### config.mk
export PLATFORM = sky130hd
export DESIGN_NAME = mult8_seq_ctrl
export DESIGN_NICKNAME = d
export VERILOG_FILES = /design/src/rtl/mult8_seq_ctrl_pkg.sv /design/src/rtl/mult8_seq_ctrl.sv
export SDC_FILE = /design/constraint.sdc
export NUM_CORES = 1
export LEC_CHECK = 0
export BUFFER_PORTS_ARGS = -buffer_cell sky130_fd_sc_hd__buf_4
export CAP_MARGIN = 20
export CORE_MARGIN = 2
export CORE_UTILIZATION = 50
export CTS_CLUSTER_SIZE = 20
export DETAILED_ROUTE_END_ITERATION = 16
export PLACE_DENSITY = 0.72
export SYNTH_ARGS = -nofsm -noshare
export SYNTH_HDL_FRONTEND = slang
export SYNTH_SLANG_ARGS = --single-unit
export TNS_END_PERCENT = 5
### constraint.sdc
create_clock -name clk -period 7 [get_ports clk]
set_input_delay 1.05 -clock clk [delete_from_list [all_inputs] [get_ports clk]]
set_output_delay 1.05 -clock clk [all_outputs]
set_load 0.02 [all_outputs]
### src/rtl/mult8_seq_ctrl_pkg.sv
// Shared types for the sequenced wide multiplier controller: FSM states,
// partial-product step encoding, default half width and per-step shift.
package mult_seq_pkg;

    localparam int unsigned HALF_DEFAULT = 32'd4;

    typedef enum logic [1:0] {
        IDLE = 2'd0,
        CALC = 2'd1,
        DONE = 2'd2
    } state_e;

    // Encoding doubles as the issue order: LL, LH, HL, HH.
    typedef enum logic [1:0] {
        LL = 2'd0,
        LH = 2'd1,
        HL = 2'd2,
        HH = 2'd3
    } step_e;

    // Left shift applied to the core product of a given step.
    function automatic int unsigned step_shift(input step_e step, input int unsigned half);
        int unsigned sh;
        case (step)
            LL:      sh = 32'd0;
            LH:      sh = half;
            HL:      sh = half;
            HH:      sh = 32'd2 * half;
            default: sh = 32'd0;
        endcase
        return sh;
    endfunction

endpackage

### src/rtl/mult8_seq_ctrl.sv
// Sequencing controller: builds a 2N x 2N product from four N x N partial
// products computed one per cycle on a single shared external core.
// Optional build macro MULT8_SEQ_SKIP_ZERO_EN: steps whose half operands
// include a zero are not issued, and a zero operand finishes immediately.
module mult8_seq_ctrl
    import mult_seq_pkg::*;
#(
    parameter int unsigned HALF = HALF_DEFAULT
) (
    input  logic                clk,
    input  logic                rst,
    input  logic                in_valid,
    output logic                in_ready,
    input  logic [2*HALF-1:0]   a,
    input  logic [2*HALF-1:0]   b,
    output logic [HALF-1:0]     core_a,
    output logic [HALF-1:0]     core_b,
    input  logic [2*HALF-1:0]   core_p,
    output logic                out_valid,
    input  logic                out_ready,
    output logic [4*HALF-1:0]   p,
    output logic                busy
);

    localparam int unsigned W  = 2 * HALF;
    localparam int unsigned PW = 4 * HALF;

    state_e          state_r;
    step_e           step_r;
    logic [W-1:0]    a_r;
    logic [W-1:0]    b_r;
    logic [PW-1:0]   acc_r;
    logic [PW-1:0]   p_r;
    logic            out_valid_r;
    logic            busy_r;

    logic [3:0]      live_in_s;
    logic [3:0]      live_q_s;
    logic [2:0]      first_s;
    logic [2:0]      next_s;
    logic [PW-1:0]   term_s;
    logic [PW-1:0]   acc_next_s;

    // Per-step flag (bit index = step) that both half operands are nonzero.
    function automatic logic [3:0] live_steps(input logic [W-1:0] x, input logic [W-1:0] y);
        logic xl;
        logic xh;
        logic yl;
        logic yh;
        xl = |x[HALF-1:0];
        xh = |x[W-1:HALF];
        yl = |y[HALF-1:0];
        yh = |y[W-1:HALF];
        return {xh & yh, xh & yl, xl & yh, xl & yl};
    endfunction

    // Lowest live step at or above start; result is {found, step index}.
    function automatic logic [2:0] find_live(input logic [3:0] live, input logic [2:0] start);
        logic [2:0] hit;
        hit = 3'b000;
        for (int i = 3; i >= 0; i--) begin
            if (live[i] && (3'(i) >= start)) begin
                hit = {1'b1, 2'(i)};
            end else begin
                hit = hit;
            end
        end
        return hit;
    endfunction

    assign in_ready  = (state_r == IDLE);
    assign out_valid = out_valid_r;
    assign p         = p_r;
    assign busy      = busy_r;

    // Which steps get issued for the incoming and the captured operands.
    always_comb begin
`ifdef MULT8_SEQ_SKIP_ZERO_EN
        live_in_s = live_steps(a, b);
        live_q_s  = live_steps(a_r, b_r);
`else
        live_in_s = 4'b1111;
        live_q_s  = 4'b1111;
`endif
        first_s = find_live(live_in_s, 3'd0);
        next_s  = find_live(live_q_s, {1'b0, step_r} + 3'd1);
    end

    // Half-operand mux toward the shared core; idle at zero outside CALC.
    always_comb begin
        core_a = '0;
        core_b = '0;
        if (state_r == CALC) begin
            case (step_r)
                LL: begin core_a = a_r[HALF-1:0]; core_b = b_r[HALF-1:0]; end
                LH: begin core_a = a_r[HALF-1:0]; core_b = b_r[W-1:HALF]; end
                HL: begin core_a = a_r[W-1:HALF]; core_b = b_r[HALF-1:0]; end
                HH: begin core_a = a_r[W-1:HALF]; core_b = b_r[W-1:HALF]; end
                default: begin core_a = '0; core_b = '0; end
            endcase
        end else begin
            core_a = '0;
            core_b = '0;
        end
    end

    // Shifted partial product and wrapped accumulator sum for this step.
    always_comb begin
        term_s = PW'(core_p) << step_shift(step_r, HALF);
`ifdef MULT8_SEQ_SKIP_ZERO_EN
        if ((core_a == '0) || (core_b == '0)) begin
            term_s = '0;
        end else begin
            term_s = term_s;
        end
`endif
        acc_next_s = acc_r + term_s;
    end

    // Control FSM with registered handshake outputs and result.
    always_ff @(posedge clk) begin
        if (rst) begin
            state_r     <= IDLE;
            step_r      <= LL;
            a_r         <= '0;
            b_r         <= '0;
            acc_r       <= '0;
            p_r         <= '0;
            out_valid_r <= 1'b0;
            busy_r      <= 1'b0;
        end else begin
            case (state_r)
                IDLE: begin
                    if (in_valid) begin
                        a_r    <= a;
                        b_r    <= b;
                        acc_r  <= '0;
                        busy_r <= 1'b1;
                        if (first_s[2]) begin
                            state_r <= CALC;
                            step_r  <= step_e'(first_s[1:0]);
                        end else begin
                            state_r     <= DONE;
                            step_r      <= LL;
                            p_r         <= '0;
                            out_valid_r <= 1'b1;
                        end
                    end else begin
                        busy_r <= 1'b0;
                    end
                end
                CALC: begin
                    acc_r <= acc_next_s;
                    if (next_s[2]) begin
                        step_r <= step_e'(next_s[1:0]);
                    end else begin
                        state_r     <= DONE;
                        p_r         <= acc_next_s;
                        out_valid_r <= 1'b1;
                    end
                end
                DONE: begin
                    if (out_ready) begin
                        state_r     <= IDLE;
                        out_valid_r <= 1'b0;
                        busy_r      <= 1'b0;
                    end else begin
                        out_valid_r <= 1'b1;
                    end
                end
                default: begin
                    state_r     <= IDLE;
                    out_valid_r <= 1'b0;
                    busy_r      <= 1'b0;
                end
            endcase
        end
    end

endmodule

==> impl_metrics.yaml, run 1 <==
place:
  port_buffers: 54
  dp_hpwl_um: 5320
  dp_cells: 500
  globalplace.congestion: 0.935
global_route:
  use_met3: 0.0368
  grt_start_max_net_pins: 52
  grt_usage: 0.207
  grtUsageMet1: 0.265
  grt_pass1_vias: 2714
  grt_busiest_layer: "met2"
  grt_use_met2: 0.352
  antenna_found_initial: 0
  grt_pass1_wl_um: 12100
  overflow: 0
sta:
  fin_skew_ns: 0.00618
  fmax_mhz: 271
  setup_tns_ns: 0
  min_period_ns: 3.69
  slew_viol_final: 0
  slew_headroom: 0.369
  tightest_slew_ns: 0.947
  setup_violations: 0
  post-route-period-util: 0.527
  whs_ns: 0.456
  rsz0062_at_grt: "false"
  timing.final.hold_violations: 0
yosys:
  ys_ff_latch: 54
  ys_types: 52
  synthCells: 394
  syn_nets: 447
  synthXorXnorAreaFrac: 0.0389
  synthFlopType: "dfxtp_1"
  synth_area_um2: 3150
  synth.avg_cell_area_um2: 8.00
  synth_top_family_by_area: "compound AO/OA/AOI/OAI gates"
  synthAdderAreaFrac: 0.102
  async_flop_share: 0
  synth_compound_gate_area_share: 0.256
  yosysWarnings: 0
  synth_mux_area_frac: 0.0127
  synth-simple-area-share: 0.211
  yosysSeqAreaShare: 0.343
  synth-edff-count: 0
final_layout:
  fin_util: 0.619
  drive_above_1_share: 0.157
  mostFrequentLayoutCells: "nand2_1, dfxtp_1, buf_4"
  nFillCells: 539
  area.growth.synth_to_final_pct: 17.6
  layout_commonest_cell: "nand2_1"
  antenna-diode-count: 0
  finalNonFillerCells: 508
  nNetsFinal: 485
cts:
  ctsHtreeMaxLevel: 2
  cts_hold_buf: 0
  numCtsBuffers: 5
  cts_tree: "done"
  path_clk_slew_ns: 0.10
  cts_sinks: 54
  post_cts_buffers: 0
  post_cts_resized: 0
  cts_root_buf: "clkbuf_8"
  cts_buffer_depth: 2
  clkLatencyLatePin_ns: 0.31
critical_path:
  worstPathCellList: "inv_1, ha_1, nor2_1, and2_1, ha_1, fa_1, a21o_2, a311oi_2, nor2_1, a221o_1, nor4b_4, a311o_1"
  critPathMaxFanout: 8
  rrSetupSlack_ns: 3.31
  worstSetupPathType: "reg -> reg"
  r2r_start: "step_r[0]$_SDFFE_PP0P_"
  rr_endpoint: "p[14]$_SDFFE_PP0P_"
  cp_slowest_cell: "ha_1"
  cp.required_ns: 7.20
  critPathArrivalTime_ns: 3.90
  path_delay_family: "compound AO/OA/AOI/OAI gates"
  worst-r2r-cell-count: 12
  endpoint_kind: "register"
  crit_path_max_incr_delay_ns: 0.51
  crit_buf_inv: 1
  setup.worst_path.start_class: "register"
job:
  cap_violations: 0
detailed_routing:
  wl_per_cell_um: 14.1
  drtIter0Drc: 147
  avgViaCountPerCell: 5.61
  drc: 0
  postRouteAntennaNets: 0
  drt-pass1-iter-count: 4
  routed_wl_um: 7160
  vias: 2850
worst_hold_path:
  hold_end: "a_r[7]$_SDFFE_PP0P_"
  whs_path_depth: 2
  holdCritStartpoint: "a_r[7]$_SDFFE_PP0P_"
  hp-class: "reg -> reg"
power:
  power_density_nw_per_um2: 187
  power.leakage_nw: 1.53
  peakVddDrop_v: 0.0000874
  total_power_mw: 0.692
status:
  status: "completed"
die:
  start_util: 0.526
  row_count: 28
  io_pins: 55
  die_area_um2: 6960
  die_w_um: 83.4
  coreArea_um2: 5990
  die_h_um: 83.4
-- kinds of logic (layout without fill, tap and decap cells) --
kind of cell / after synthesis / after routing
AND/OR/NAND/NOR: 145 / 145
AO/OA/AOI/OAI: 121 / 121
flip-flops: 54 / 54
buffers and inverters: 31 / 70
adder cells (fa/ha/maj): 25 / 25
XOR/XNOR: 14 / 14
multiplexers: 4 / 4
-- sequential cells by signal, summed over array words and instances, names as in the netlist --
register,count
state_r,2
b_r,8
acc_r,16
a_r,8
out_valid,1
step_r,2
p,16
busy,1
-- metal layers --
metal  part of all wire  wire length [µm]  vias up
li1                   -                 -     1468
met1               0.48              3410     1300
met2               0.46              3320       71
met3              0.045               324       11
met4              0.015               110        0
met5                  0                 0        -
-- worst max path at each step --
stage                                       from            endpoint  slack (ns)  cells past startpoint
after detailed placement  step_r[0]$_SDFFE_PP0P_  p[14]$_SDFFE_PP0P_        3.37                     12
after global routing      step_r[0]$_SDFFE_PP0P_  p[14]$_SDFFE_PP0P_        3.14                     12
after global placement                 core_p[0]  p[14]$_SDFFE_PP0P_        3.44                     10
after CTS                 step_r[0]$_SDFFE_PP0P_  p[14]$_SDFFE_PP0P_        3.35                     12
final                     step_r[0]$_SDFFE_PP0P_  p[14]$_SDFFE_PP0P_        3.31                     12
after floorplan           step_r[0]$_SDFFE_PP0P_  p[14]$_SDFFE_PP0P_        3.54                     13
-- power by group --
group / switching (mW) / internal (mW)
registers: 0.00607 / 0.318
logic: 0.0678 / 0.0458
clock network: 0.102 / 0.152
-- per-stage QoR --
| stage | setup WS, ns | cell area [µm²] |
|---|---|---|
| detailed placement | 3.37 | 3560 |
| global placement | 3.44 | 3560 |
| finish | 3.31 | 3710 |
| global route | 3.14 | 3710 |
| floorplan | 3.54 | 3150 |
| CTS | 3.35 | 3710 |
-- synth_stat cells (4+ instances only) --
master / n / area (µm²)
a211oi_1: 6 / 45.0
a22o_1: 12 / 105
dfxtp_1: 54 / 1080
buf_1: 5 / 18.8
a21boi_0: 8 / 60.1
o21ai_0: 16 / 80.1
nand2_1: 72 / 270
a21o_1: 4 / 30.0
mux2i_1: 4 / 40.0
o21ai_1: 5 / 25.0
xnor2_1: 8 / 70.1
ha_1: 24 / 300
and2_1: 7 / 43.8
inv_1: 7 / 26.3
nor2_1: 34 / 128
a21oi_1: 37 / 185
xor2_1: 6 / 52.6
a22oi_1: 7 / 52.6
o211ai_1: 5 / 37.5
nor2b_1: 11 / 68.8
nand4_1: 4 / 25.0
clkbuf_1: 17 / 63.8
-- tightest hold or removal path: stages, from the launching register on --
cell and delay, ns:
dfxtp_1 0.32, nand2_1 0.05, a21oi_1 0.05
-- cell type report --
class | count | area, µm² | area share
clock inverter | 2 | 60.1 | 0.0162
inverter | 8 | 30.0 | 0.00810
clock buffer | 6 | 82.6 | 0.0223
timing repair buffer | 54 | 405 | 0.109
multi-input combinational | 309 | 1950 | 0.527
sequential | 54 | 1080 | 0.292
tap | 75 | 93.8 | 0.0253
(Power assumes the default switching activity.)
==> inputs of run 2 (changes only) <==
Settings changed: ABC_AREA set to 1.
Clock period 7 ns to 3.5 ns, I/O delays scaled along.
==> impl_metrics.yaml, run 2 <==
status:
  status: "completed"
cts:
  post_cts_buffers: 0
  clkLatencyLatePin_ns: 0.31
  path_clk_slew_ns: 0.10
  cts_root_buf: "clkbuf_8"
  cts_buffer_depth: 2
  cts_hold_buf: 0
  cts_sinks: 54
  post_cts_resized: 0
  numCtsBuffers: 5
  cts_tree: "done"
  ctsHtreeMaxLevel: 2
final_layout:
  layout_commonest_cell: "nand2_1"
  final_cell_area_um2: 3940
  nFillCells: 678
  area.growth.synth_to_final_pct: 15.8
  nNetsFinal: 629
  mostFrequentLayoutCells: "nand2_1, nor2_1, inv_1"
  drive_above_1_share: 0.165
  antenna-diode-count: 0
detailed_routing:
  postRouteAntennaNets: 0
  wl_per_cell_um: 12.7
  routed_wl_um: 8360
  vias: 3280
  drtIter0Drc: 149
  drt-pass1-iter-count: 5
  drc: 0
  avgViaCountPerCell: 4.99
critical_path:
  path_common_cell: "nand2_1"
  setup.worst_path.start_class: "register"
  worstPathCellList: "inv_1, ha_1, or2_2, nand2_1, inv_1, ha_1, nand2_2, inv_2, nand2_1, nand2_1, a21oi_1, nand3_1, nand2_1, nand2_1, nand2_1, inv_1"
  endpoint_kind: "register"
  crit_path_max_incr_delay_ns: 0.47
  critPathArrivalTime_ns: 3.11
  cp.required_ns: 3.72
  critPathMaxFanout: 15
  worstSetupPathType: "reg -> reg"
  cp_slowest_cell: "ha_1"
sta:
  min_period_ns: 2.89
  timing.final.hold_violations: 0
  setup_tns_ns: 0
  slew_headroom: 0.487
  fin_skew_ns: 0.00615
  rsz0062_at_grt: "false"
  tightest_slew_ns: 0.768
  slew_viol_final: 0
  setup_violations: 0
  post-route-period-util: 0.825
  whs_ns: 0.465
  fmax_mhz: 346
yosys:
  synthTopCellsByArea: "dfxtp_1, nand2_1, nor2_1"
  synthFlopType: "dfxtp_1"
  synth_area_um2: 3400
  syn_nets: 584
  synthCells: 531
  ys_ff_latch: 54
  synth_top_area_share: 0.318
  synth-edff-count: 0
  synth.avg_cell_area_um2: 6.41
  ys_types: 34
  yosysSeqAreaShare: 0.318
  synth.largest_area_cell: "dfxtp_1"
  synth_common_cells: "nand2_1, nor2_1, inv_1"
  async_flop_share: 0
  synth_most_common_cell: "nand2_1"
  yosysWarnings: 0
global_route:
  grt_usage: 0.239
  grt_pass1_wl_um: 14400
  antenna_found_initial: 0
  grt_start_max_net_pins: 36
  overflow: 0
  grt_pass1_vias: 3171
power:
  power_density_nw_per_um2: 585
  total_power_mw: 2.31
  switching_share: 0.433
  internal_power_mw: 1.31
  combPwrFrac: 0.479
  p_seq_frac: 0.335
  peakVddDrop_v: 0.000312
  power.leakage_nw: 2.08
  p_switching_mw: 0.999
  clock_power_share: 0.185
die:
  start_util: 0.510
  die_h_um: 86.5
  io_pins: 55
  row_count: 30
  die_w_um: 86.5
  coreArea_um2: 6680
  die_area_um2: 7480
place:
  dp_hpwl_um: 6370
  globalplace.congestion: 0.912
  port_buffers: 54
  place_area_um2: 3830
worst_hold_path:
  hp-class: "in -> reg"
job:
  cap_violations: 0
run 2: cell count changes after synthesis, moves of 10 or more:
cell / previous run / this run
inv_1: 7 / 71
a22o_1: 12 / 0
nor2b_1: 11 / 0
nand3_1: 1 / 14
nand2_1: 72 / 131
a21oi_1: 37 / 27
o21ai_0: 16 / 40
nand2_2: 0 / 10
nor2_1: 34 / 102
run 2: kinds of logic after synthesis:
logic type	synth area share
AND/OR/NAND/NOR	0.335
adder cells (fa/ha/maj)	0.0941
buffers and inverters	0.110
flip-flops	0.318
AO/OA/AOI/OAI	0.124
XOR/XNOR	0.0202
run 2: final timing paths:
path                                              from             endpoint  slack [ns]  cells after the start
worst min register to register       p[1]$_SDFFE_PP0P_    p[1]$_SDFFE_PP0P_        0.47                      2
worst max register to register  step_r[0]$_SDFFE_PP0P_   p[15]$_SDFFE_PP0P_        0.61                     16
worst max-delay path            step_r[0]$_SDFFE_PP0P_   p[15]$_SDFFE_PP0P_        0.61                     16
worst min-delay path                              b[0]  b_r[0]$_SDFFE_PP0P_        0.46                      3
run 2: layout make-up:
cell class,instances,area (µm²),share of cell area
Inverter,77,289,0.0733
Timing Repair Buffer,55,413,0.105
Multi-Input combinational cell,383,1950,0.495
Tap cell,80,100,0.0254
Clock buffer,6,72.6,0.0184
Sequential cell,54,1080,0.274
Clock inverter,2,37.5,0.00952
run 2: metal layers:
layer,global-route usage,wire [µm],vias up
met3,0.0486,407,13
met2,0.405,3880,72
met1,0.307,3930,1468
met5,0,0,-
met4,0.0682,140,0
li1,-,-,1727
run 2: power groups by stage:
stage / combinational [mW] / clock [mW] / sequential [mW]
after floorplan: 0.825 / 0 / 0.785
after global placement: 1.09 / 0 / 0.782
after detailed placement: 1.10 / 0 / 0.788
after CTS: 1.10 / 0.435 / 0.773
after global routing: 1.25 / 0.464 / 0.786
final: 1.11 / 0.428 / 0.774
run 2: metrics by stage:
stage	instances	utilization	setup slack, ns
6_report	657	0.590	0.611
5_1_grt	657	0.590	0.341
4_1_cts	657	0.590	0.632
3_5_place_dp	649	0.574	0.643
3_3_place_gp	649	0.574	0.724
2_1_floorplan	531	-	1.01
run 2: worst max-delay path, delay by kind of cell, from the launching register on:
family | cells | cell delay (ns)
simple gates | 9 | 1.11
fa+ha+maj | 2 | 0.81
flops | 1 | 0.42
buf+inv | 4 | 0.25
compound gates | 1 | 0.20
